**src/rtl/frame_tx_scheduler.sv**
```systemverilog
// frame_tx_scheduler: frame-rate tick generator that streams sync, packet bytes MSB-first
// and an XOR checksum to a ready/valid UART transmitter.
module frame_tx_scheduler #(
    parameter int PACKET_BYTES = 22,
    parameter logic [7:0] SYNC_BYTE = 8'hA5,
    parameter int FRAME_DIV = 1666667
) (
    input  logic                      clk,
    input  logic                      rst,
    input  logic                      enable,
    input  logic [8*PACKET_BYTES-1:0] packet,
    input  logic                      tx_ready,
    output logic [7:0]                tx_data,
    output logic                      tx_valid,
    output logic                      busy,
    output logic                      frame_sent,
    output logic [7:0]                overrun_cnt
);
    localparam int W = 8*PACKET_BYTES;
    localparam int DW = $clog2(FRAME_DIV);
    localparam int IW = $clog2(PACKET_BYTES + 1);
    localparam logic [DW-1:0] DIV_LAST = DW'(FRAME_DIV - 1);
    localparam logic [IW-1:0] IDX_LAST = IW'(PACKET_BYTES - 1);

    typedef enum logic [1:0] {IDLE, SYNC, DATA, CSUM} state_t;
    state_t state, state_nx;
    logic [DW-1:0] div;
    logic [W-1:0] snap, snap_nx;
    logic [IW-1:0] idx, idx_nx;
    logic [7:0] csum, csum_nx;
    logic tick, sent_nx;

    assign tick = div == DIV_LAST;
    assign busy = state != IDLE;
    assign tx_valid = busy;

    // The snapshot shifts left on each payload transfer, so the next byte is always on top.
    always_comb begin
        state_nx = state;
        snap_nx = snap;
        idx_nx = idx;
        csum_nx = csum;
        sent_nx = 1'b0;
        tx_data = 8'h00;
        case (state)
            IDLE: if (tick && enable) begin
                state_nx = SYNC;
                snap_nx = packet;
                idx_nx = '0;
                csum_nx = '0;
            end
            SYNC: begin
                tx_data = SYNC_BYTE;
                if (tx_ready) state_nx = DATA;
            end
            DATA: begin
                tx_data = snap[W-1 -: 8];
                if (tx_ready) begin
                    snap_nx = snap << 8;
                    csum_nx = csum ^ snap[W-1 -: 8];
                    idx_nx = idx + 1'b1;
                    if (idx == IDX_LAST) state_nx = CSUM;
                end
            end
            CSUM: begin
                tx_data = csum;
                if (tx_ready) begin
                    state_nx = IDLE;
                    sent_nx = 1'b1;
                end
            end
        endcase
    end

    always_ff @(posedge clk) begin
        if (rst) begin
            state <= IDLE;
            div <= '0;
            snap <= '0;
            idx <= '0;
            csum <= '0;
            frame_sent <= 1'b0;
            overrun_cnt <= 8'h00;
        end else begin
            state <= state_nx;
            div <= tick ? '0 : div + 1'b1;
            snap <= snap_nx;
            idx <= idx_nx;
            csum <= csum_nx;
            frame_sent <= sent_nx;
            if (tick && busy && overrun_cnt != 8'hFF) overrun_cnt <= overrun_cnt + 8'd1;
        end
    end
endmodule

```
**config.mk**
```make
export PLATFORM = sky130hd
export DESIGN_NAME = frame_tx_scheduler
export DESIGN_NICKNAME = d
export VERILOG_FILES = /design/src/rtl/frame_tx_scheduler.sv
export SDC_FILE = /design/constraint.sdc
export NUM_CORES = 1
export LEC_CHECK = 0
export CAP_MARGIN = 15
export CORE_MARGIN = 2
export CORE_UTILIZATION = 45
export DETAILED_ROUTE_END_ITERATION = 16
export GPL_TIMING_DRIVEN = 0
export HOLD_SLACK_MARGIN = 0.06
export PLACE_DENSITY = 0.71
export SYNTH_ARGS = -nofsm -noshare
export SYNTH_HDL_FRONTEND = slang
export SYNTH_SLANG_ARGS = --single-unit
export TNS_END_PERCENT = 30
```
**constraint.sdc**
```tcl
create_clock -name clk -period 2.95 [get_ports clk]
set_clock_uncertainty 0.1 [all_clocks]
set_input_delay 0.59 -clock clk [delete_from_list [all_inputs] [get_ports clk]]
set_output_delay 0.59 -clock clk [all_outputs]
set_load 0.005 [all_outputs]
```
; Yosys cells after proc, flatten, opt, wreduce, memory -nomap -nowiden
; Cells that the tools add are included.
; Widths: inputs -> output; s select.
[op_classes]
n_eq_ne = 11
bitwise_logic = 2
add_sub_neg = 3
muxes = 17
n_reduce_logical = 10
[op_table]
columns = operator, n
row1 = $mux 176, 2
row2 = $pmux 176 s2, 1
row3 = $pmux 8 s3, 1
row4 = $add 21x1->21 const B, 1
row5 = $eq 21x21->1 const B, 1
row6 = $mux 8, 2
row7 = $pmux 8 s2, 1
row8 = $mux 2, 5
row9 = $mux 5, 2
row10 = $ne 2x2->1 const B, 5
row11 = $pmux 5 s2, 1
row12 = $add 8x1->8 const B, 1
row13 = $ne 8x8->1 const B, 1
row14 = $pmux 2 s4, 1
row15 = $xor 8x8->8, 1
row16 = $add 5x1->5 const B, 1
row17 = $eq 5x5->1 const B, 1
row18 = $reduce_and 5->1, 1
row19 = $eq 2x2->1 const B, 2
row20 = $reduce_bool 2->1, 2
row21 = $reduce_or 2->1, 2
row22 = $logic_and 1x1->1, 3
row23 = $reduce_and 3->1, 1
row24 = $eq 2x1->1 const B, 1
row25 = other kinds (3), 3
[word_totals]
inputBits = 180
out_inout_bits = 19
register_bits = 221
wordCells = 50

; Longest topological paths before layout
; Gate-level depths: netlist of run 1.
[logic_depth]
word_depth = 4
mapped_depth = 10
mapped_depth_nobuf = 6

; Worst setup path after synthesis of run 1
; Ideal clock, no wire load.
[synth_path]
path_type = reg-to-reg
start = register div[12]
end = register overrun_cnt[4]
stages_incl_launch_ff = 6
setup_ps = 121
n_path_buf = 1
period_less_slack_ps = 2426
required_ps = 2729
path_slack_ps = 524
t_arrival_ps = 2205
cell_sequence = dfxtp_1 -> or4_4 -> or4_4 -> buf_6 -> nor4b_1 -> mux2_2
[synth_via]
elab_chain_cells = 3
[synth_lines]
columns = element, line
row1 = "start, declared", 27  ; logic [DW-1:0] div;
row2 = "start signal, assigned", 86  ; div <= tick ? '0 : div + 1'b1;
row3 = $eq 21x21->1, 33  ; assign tick = div == DIV_LAST;
row4 = $logic_and 1x1->1 (2 in a row), 91  ; if (tick && busy && overrun_cnt != 8'hFF) overrun_cnt <= overrun_cnt + 8'd1;
row5 = "end signal, assigned", 91
row6 = "end, declared", 17  ; output logic [7:0] overrun_cnt
; No other way between the ends.
; A chain may end at the register's enable or synchronous reset.

; Worst setup path in the final report of run 1
[layout_path]
start = register state[0]
end = output tx_data[2]
[layout_via]
elab_chain_cells = 2
word_cells_on_any_way = 4
cone_classes = eq/ne: 3 / mux: 1
[layout_lines]
columns = element, line
row1 = "start, declared", 26  ; state_t state, state_nx;
row2 = "start signal, assigned", 85  ; state <= state_nx;
row3 = $eq 2x2->1 / $eq 2x1->1 (equally long branches), 45  ; case (state)
row4 = $pmux 8 s3 *, 45
row5 = "end, declared", 13  ; output logic [7:0] tx_data,
; Mark *: on every way between the ends. The rest lies on a longest branch, timed or not.

==> results.json, run 1 <==
{
  "synth_nets": 1471,
  "wl_mm": 30.5,
  "grt_max_degree": 13,
  "multiInputGateArea_sq_mm": 0.00666,
  "regToRegStartpoint": "state[1]",
  "maxSlewViolCount": 0,
  "postSynth.asyncResetShare_pct": 0,
  "cts_root_buffer": "clkbuf_16",
  "min_to": "snap[17]",
  "worst_pin_slew_ns": 0.710,
  "area.sequential_sq_mm": 0.00443,
  "finalHoldViolCount": 0,
  "crit_type": "reg -> out",
  "start_util_pct": 45.9,
  "seq_area_frac_synth_pct": 38.3,
  "power_density_mw_per_mm2": 451,
  "vias": 9785,
  "placement.io_buffers": 198,
  "crit_required_ns": 2.26,
  "cp-end-kind": "output pin",
  "synth_seq_cells": 221,
  "drc": 0,
  "die_w_microns": 164,
  "syn_area_per_cell_sq_um": 9.01,
  "worstHoldStart": "snap[17]",
  "cellLeakagePower_nw": 6.34,
  "synthCells": 1282,
  "ys.flop_type": "dfxtp_1",
  "synth.distinct_cells": 49,
  "cap_viol_max_count": 0,
  "hp-class": "reg -> reg",
  "min_period_ns": 2.91,
  "period_share_pct": 98.8,
  "die_h_microns": 164,
  "cts_hold_buf": 0,
  "r2r_slack_ns": 0.16,
  "setup_viol": 0,
  "post-cts-setup-buffers": 0,
  "die-area_sq_mm": 0.0270,
  "layout-drive-gt1-share_pct": 16.3,
  "via_per_inst": 5.27,
  "yosysWarningCount": 0,
  "ant_nets": 0,
  "drt_iter0_markers": 498,
  "antenna_found_initial": 8,
  "path_max_fanout": 10,
  "ir_drop_mv": 0.356,
  "synthesis.area_sq_mm": 0.0115,
  "fin_util_pct": 58.8,
  "clk_latency_ns": 0.52,
  "clockBufferDepth": 3,
  "arrival_ns": 2.22,
  "grt_pass1_wl_mm": 48.2,
  "worstRegToRegCells": 10,
  "gr-total-overflow": 0,
  "first_global_vias": 9653,
  "fillCellCount": 2213,
  "nNetsFinal": 1694,
  "num_rows": 58,
  "status": "complete, no violations",
  "hpwl_mm": 22.3,
  "place.gp.congestion": 0.835,
  "cts_made_buffers": 25,
  "cts_sinks": 221,
  "worstHoldPathCells": 2,
  "cts.htree.levels": 1,
  "r2r_end": "idx[3]",
  "clk_pin_slew_ns": 0.06,
  "cts_tree": "done",
  "max-slew-margin-rel_pct": 52.7,
  "first_pass_iters": 6,
  "cp-start-kind": "flop",
  "clock.fmax_ghz": 0.343,
  "grt_usage_pct": 21.9,
  "setup_tns_ns": 0,
  "routedWlPerCell_microns": 16.4,
  "rsz0062_at_grt": "yes",
  "pin_count": 199,
  "syn2layout_area_growth_pct": 28.2,
  "core_area_sq_mm": 0.0252,
  "synth-edff-count": 0
}
==> state kept, by name (all words and copies together) (netlist names) <==
signal and cells:
csum 8, div 21, frame_sent 1, idx 5, overrun_cnt 8, snap 176
state 2
==> timing repair <==
item / CTS / global route
resized for setup: 10 / 23
hold endpoints to repair: 0 / 0
setup endpoints to repair: 137 / 137
pin swaps: 0 / 1
==> how the worst max path moves through the flow <==
stage | to | start | depth (start not counted) | slack, ns
finish | tx_data[2] | state[0] | 6 | 0.04
global route | tx_data[5] | state[0] | 6 | -0.08
CTS | snap[68] | div[16] | 7 | 0.01
detailed placement | snap[124] | tx_ready | 8 | -0.35
global placement | snap[133] | tx_ready | 8 | -0.33
floorplan | overrun_cnt[4] | div[12] | 5 | 0.52
==> layer usage <==
layer | global-route usage (%) | vias to the layer above | part of all wire (%) | wire length [microns]
li1 | - | 4912 | - | -
met1 | 28.6 | 4553 | 44 | 13400
met2 | 36.6 | 266 | 47 | 14500
met3 | 4.12 | 50 | 5.5 | 1680
met4 | 6.98 | 4 | 2.8 | 852
met5 | 0 | - | 0.076 | 23
==> cell usage after synthesis (all sizes together), types with 9 or more instances <==
library cell | instances | share of area [%]
inv | 15 | 0.49
mux2 | 173 | 17
nor3 | 12 | 0.52
ha | 9 | 0.98
mux2i | 163 | 14
o211ai | 25 | 1.6
nand4 | 9 | 0.49
nand2 | 350 | 11
clkbuf | 78 | 2.5
a21oi | 21 | 0.91
buf | 28 | 1.3
and3 | 9 | 0.49
nand3 | 14 | 0.61
nor2 | 25 | 0.81
a31oi | 21 | 1.1
or4 | 15 | 1.0
dfxtp | 221 | 38
==> cell usage in the layout, fill, tap and decap left out, drive strengths merged, types with 12 or more instances in the layout <==
cell           instances
o211ai                25
a31oi                 21
a21oi                 21
mux2                 173
dfxtp                221
nor3                  12
buf                   19
or4                   15
clkbuf               120
nand3                 14
mux2i                163
nand2                350
clkdlybuf4s50        196
inv                   16
nor2                  25
==> logic make-up (layout without fill, tap and decap cells) <==
logic type      count (synthesis)  count (layout)  synth area share [%]
simple gates                  480             480                  18.3
mux                           336             336                  31.0
flops                         221             221                  38.3
buf+inv                       122             360                  4.33
compound gates                100             100                  5.98
xor+xnor                       14              14                  1.06
fa+ha+maj                       9               9                 0.975
other cells                     0               6                     0
==> area by class of cell <==
cell class / count / area share, %
Inverter: 16 / 0.406
Buffer: 104 / 3.17
Multi-Input combinational cell: 939 / 45.0
Timing Repair Buffer: 198 / 13.4
Antenna cell: 6 / 0.101
Clock inverter: 7 / 0.448
Clock buffer: 35 / 4.75
Sequential cell: 221 / 29.9
Tap cell: 330 / 2.79
==> power breakdown <==
part / switching, mW / internal, mW / total, mW
Sequential: 0.0161 / 3.00 / 3.01
Combinational: 0.282 / 0.404 / 0.687
Clock: 1.23 / 1.74 / 2.97
==> per-stage QoR <==
step,cells,hold slack (ns),total power [mW],worst slack [ns],cell area [sq um]
after floorplan,1282,0.335,3.39,0.524,11500
after CTS,1850,0.360,6.74,0.0141,14700
after detailed placement,1810,0.349,3.76,-0.346,13900
after global routing,1854,0.371,6.91,-0.0756,14800
after global placement,1810,0.340,3.75,-0.332,13900
final,1856,0.357,6.67,0.0355,14800
==> critical path, stage by stage, from the launching register on <==
cell and delay, ns:
dfxtp_1 0.36, inv_2 0.11, ha_4 0.21, buf_6 0.17, nand2_1 0.10, a31oi_1 0.22, clkdlybuf4s50_1 0.54
(Power assumes the default switching activity.)
==> run 2: changes to the inputs <==
--- a/config.mk
+++ b/config.mk
@@ -5,9 +5,11 @@
 export SDC_FILE = /design/constraint.sdc
 export NUM_CORES = 1
 export LEC_CHECK = 0
+export ABC_AREA = 1
 export CAP_MARGIN = 15
 export CORE_MARGIN = 2
 export CORE_UTILIZATION = 45
+export CTS_CLUSTER_DIAMETER = 100
 export DETAILED_ROUTE_END_ITERATION = 16
 export GPL_TIMING_DRIVEN = 0
 export HOLD_SLACK_MARGIN = 0.06
==> run 2 against run 1 <==
  * Utilization increased by 0.55 points
  * Global-route usage increased by 3.4 points
  * Area after synthesis decreased by 2.7%
  * Non-clock buffer count increased by 26
  * Via count increased by 19%
  * Die area decreased by 2.7%
  * Register-to-register slack improved by 0.28 ns
  * Total power increased by 36%
  * Critical endpoint is now tx_valid
  * Combinational power increased to 3.3 times the previous value
  * Cell count increased by 21%
  * Count of clock-buffer cells in the layout increased by 4
==> results.json, run 2 <==
{
  "hp-class": "reg -> reg",
  "preCtsSetupSlack_ns": -0.217,
  "period_share_pct": 97.2,
  "synth_nets": 1859,
  "cts_sinks": 221,
  "hpwl_mm": 24.5,
  "die-area_sq_mm": 0.0262,
  "r2r_end": "snap[175]",
  "drc": 0,
  "routedWlPerCell_microns": 15.3,
  "wl_mm": 34.4,
  "worst_slack_ns": 0.0817,
  "clk_pin_slew_ns": 0.06,
  "via_per_inst": 5.18,
  "critPathLaunch": "state[1]",
  "synth-edff-count": 0,
  "grt_pass1_wl_mm": 54.5,
  "synth.distinct_cells": 30,
  "grtUsageMet2_pct": 40.5,
  "syn2layout_area_growth_pct": 28.8,
  "synthesis.area_sq_mm": 0.0112,
  "synth.top_cells.by_area": "dfxtp_1, nand2_1, a21oi_1",
  "ys.flop_type": "dfxtp_1",
  "r2r_slack_ns": 0.44,
  "first_global_vias": 10893,
  "rsz0062_at_grt": "no",
  "gr-total-overflow": 0,
  "synthCells": 1670,
  "cts_tree": "done",
  "nNetsFinal": 2084,
  "crit_type": "reg -> out",
  "final_cell_mix": "nand2_1, dfxtp_1, a21oi_1",
  "finalPower_mw": 9.05,
  "grt_use_met1_pct": 35.6,
  "clockBufferDepth": 3,
  "maxSlewViolCount": 0,
  "clock.fmax_ghz": 0.349,
  "placement.io_buffers": 197,
  "cp-end-kind": "output pin",
  "grt_max_degree": 20,
  "cellLeakagePower_nw": 5.67,
  "seq_area_frac_synth_pct": 39.4,
  "top_usage_layer": "met2",
  "min_period_ns": 2.87,
  "cts_hold_buf": 0,
  "cts.htree.levels": 1,
  "cp-endpoint": "tx_valid",
  "postSynth.asyncResetShare_pct": 0,
  "arrival_ns": 2.18,
  "ant_nets": 0,
  "cap_viol_max_count": 0,
  "crit_required_ns": 2.26,
  "die_h_microns": 162,
  "start_util_pct": 46.1,
  "regToRegStartpoint": "state[1]",
  "path_max_fanout": 8,
  "core_area_sq_mm": 0.0244,
  "regMostFlops": "snap",
  "ys_top_cells_by_count": "nand2_1, dfxtp_1, a21oi_1, nand3_1, nor2_1",
  "reg_top3": "snap (176), div (21)",
  "cts_made_buffers": 25,
  "status": "complete, no violations",
  "yosysTopAreaCellShare_pct": 39.4,
  "fin_util_pct": 59.3,
  "finalHoldViolCount": 0,
  "setup_viol": 0,
  "synth_seq_cells": 221,
  "largest_reg_flops": 176,
  "cts_root_buffer": "clkbuf_16",
  "post-synth-top-count-cell": "nand2_1",
  "yosysWarningCount": 0,
  "grt_use_met3_pct": 4.14,
  "final_common_cell": "nand2_1",
  "pin_count": 199,
  "grt_usage_pct": 25.4,
  "cp-start-kind": "flop",
  "worst_hold_slack_ns": 0.361,
  "layout-drive-gt1-share_pct": 6.59,
  "num_rows": 57,
  "place.gp.congestion": 0.865,
  "antenna_found_initial": 3,
  "ir_drop_mv": 0.297,
  "syn_area_per_cell_sq_um": 6.73,
  "clk_latency_ns": 0.53,
  "max-slew-margin-rel_pct": 35.8,
  "worst_pin_slew_ns": 0.964,
  "power_density_mw_per_mm2": 626,
  "vias": 11613,
  "first_pass_iters": 6,
  "die_w_microns": 162,
  "drt_iter0_markers": 913,
  "worstRegToRegCells": 10,
  "synth_top_cell_by_area": "dfxtp_1"
}
-- run 2: cell types whose count changed in the layout (fill, tap and decap cells not counted), moves of 25 or more --
cell / before / now
mux2i_1: 163 / 60
nor2_1: 25 / 123
nand3_1: 14 / 205
mux2_2: 173 / 0
a21oi_1: 19 / 213
o211ai_1: 25 / 0
nand2_1: 350 / 604
clkbuf_1: 78 / 49
inv_1: 13 / 41
-- run 2: logic make-up (layout without fill, tap and decap cells) --
logic type | after synthesis | count (layout) | synth area share (%)
AND/OR/NAND/NOR | 959 | 959 | 35.0
AO/OA/AOI/OAI | 236 | 236 | 10.7
flip-flops | 221 | 221 | 39.4
buffers and inverters | 175 | 418 | 7.83
multiplexers | 60 | 60 | 5.35
XOR/XNOR | 10 | 10 | 0.780
adder cells (fa/ha/maj) | 9 | 9 | 1.00
other | 0 | 3 | 0
-- run 2: how the worst min path moves through the flow --
stage / from / end / slack (ns) / depth (start not counted)
5_1_grt: snap[121] / snap[121] / 0.37 / 2
2_1_floorplan: div[0] / div[0] / 0.33 / 1
3_5_place_dp: div[14] / div[14] / 0.35 / 2
3_3_place_gp: div[0] / div[0] / 0.34 / 1
6_report: div[14] / div[14] / 0.36 / 2
4_1_cts: div[14] / div[14] / 0.36 / 2
-- run 2: what timing repair did --
item | CTS | global route
hold endpoints to repair | 0 | 0
resized for setup | 11 | 3
pin swaps | 1 | 0
endpoints found under the setup margin | 10 | 6
buffers inserted | 0 | 3
-- run 2: area by class of cell --
class | count | area (sq um)
buffer | 128 | 721
clock inverter | 6 | 65.1
multi-input combinational | 1274 | 5940
timing repair buffer | 200 | 1990
sequential | 221 | 4430
clock buffer | 39 | 748
fill | 2350 | 9920
tap | 324 | 405
inverter | 45 | 169
antenna | 3 | 7.51
-- run 2: metrics by stage --
step	cell area [sq um]	cells	setup TNS [ns]
detailed placement	13600	2191	-1.23
floorplan	11200	1670	0
CTS	14400	2234	0
global placement	13600	2191	-1.43
global route	14500	2238	0
finish	14500	2240	0
-- run 2: worst max-delay path, stage by stage, from the launching register on --
cell and delay [ns]:
dfxtp_2 0.40, inv_1 0.10, ha_1 0.21, buf_2 0.20
inv_2 0.14, buf_4 0.12, clkdlybuf4s50_1 0.48
-- run 2: routing by layer --
| layer | share of wire, % | vias up |
|---|---|---|
| li1 | - | 5896 |
| met1 | 46 | 5228 |
| met2 | 44 | 428 |
| met5 | 0 | - |
| met4 | 2.4 | 0 |
| met3 | 7.4 | 61 |
-- run 2: power breakdown --
group,switching (mW),internal (mW),leakage [nW],total [mW]
logic,1.35,0.949,3.48,2.30
clock network,1.25,1.83,0.403,3.08
registers,0.261,3.42,1.79,3.68
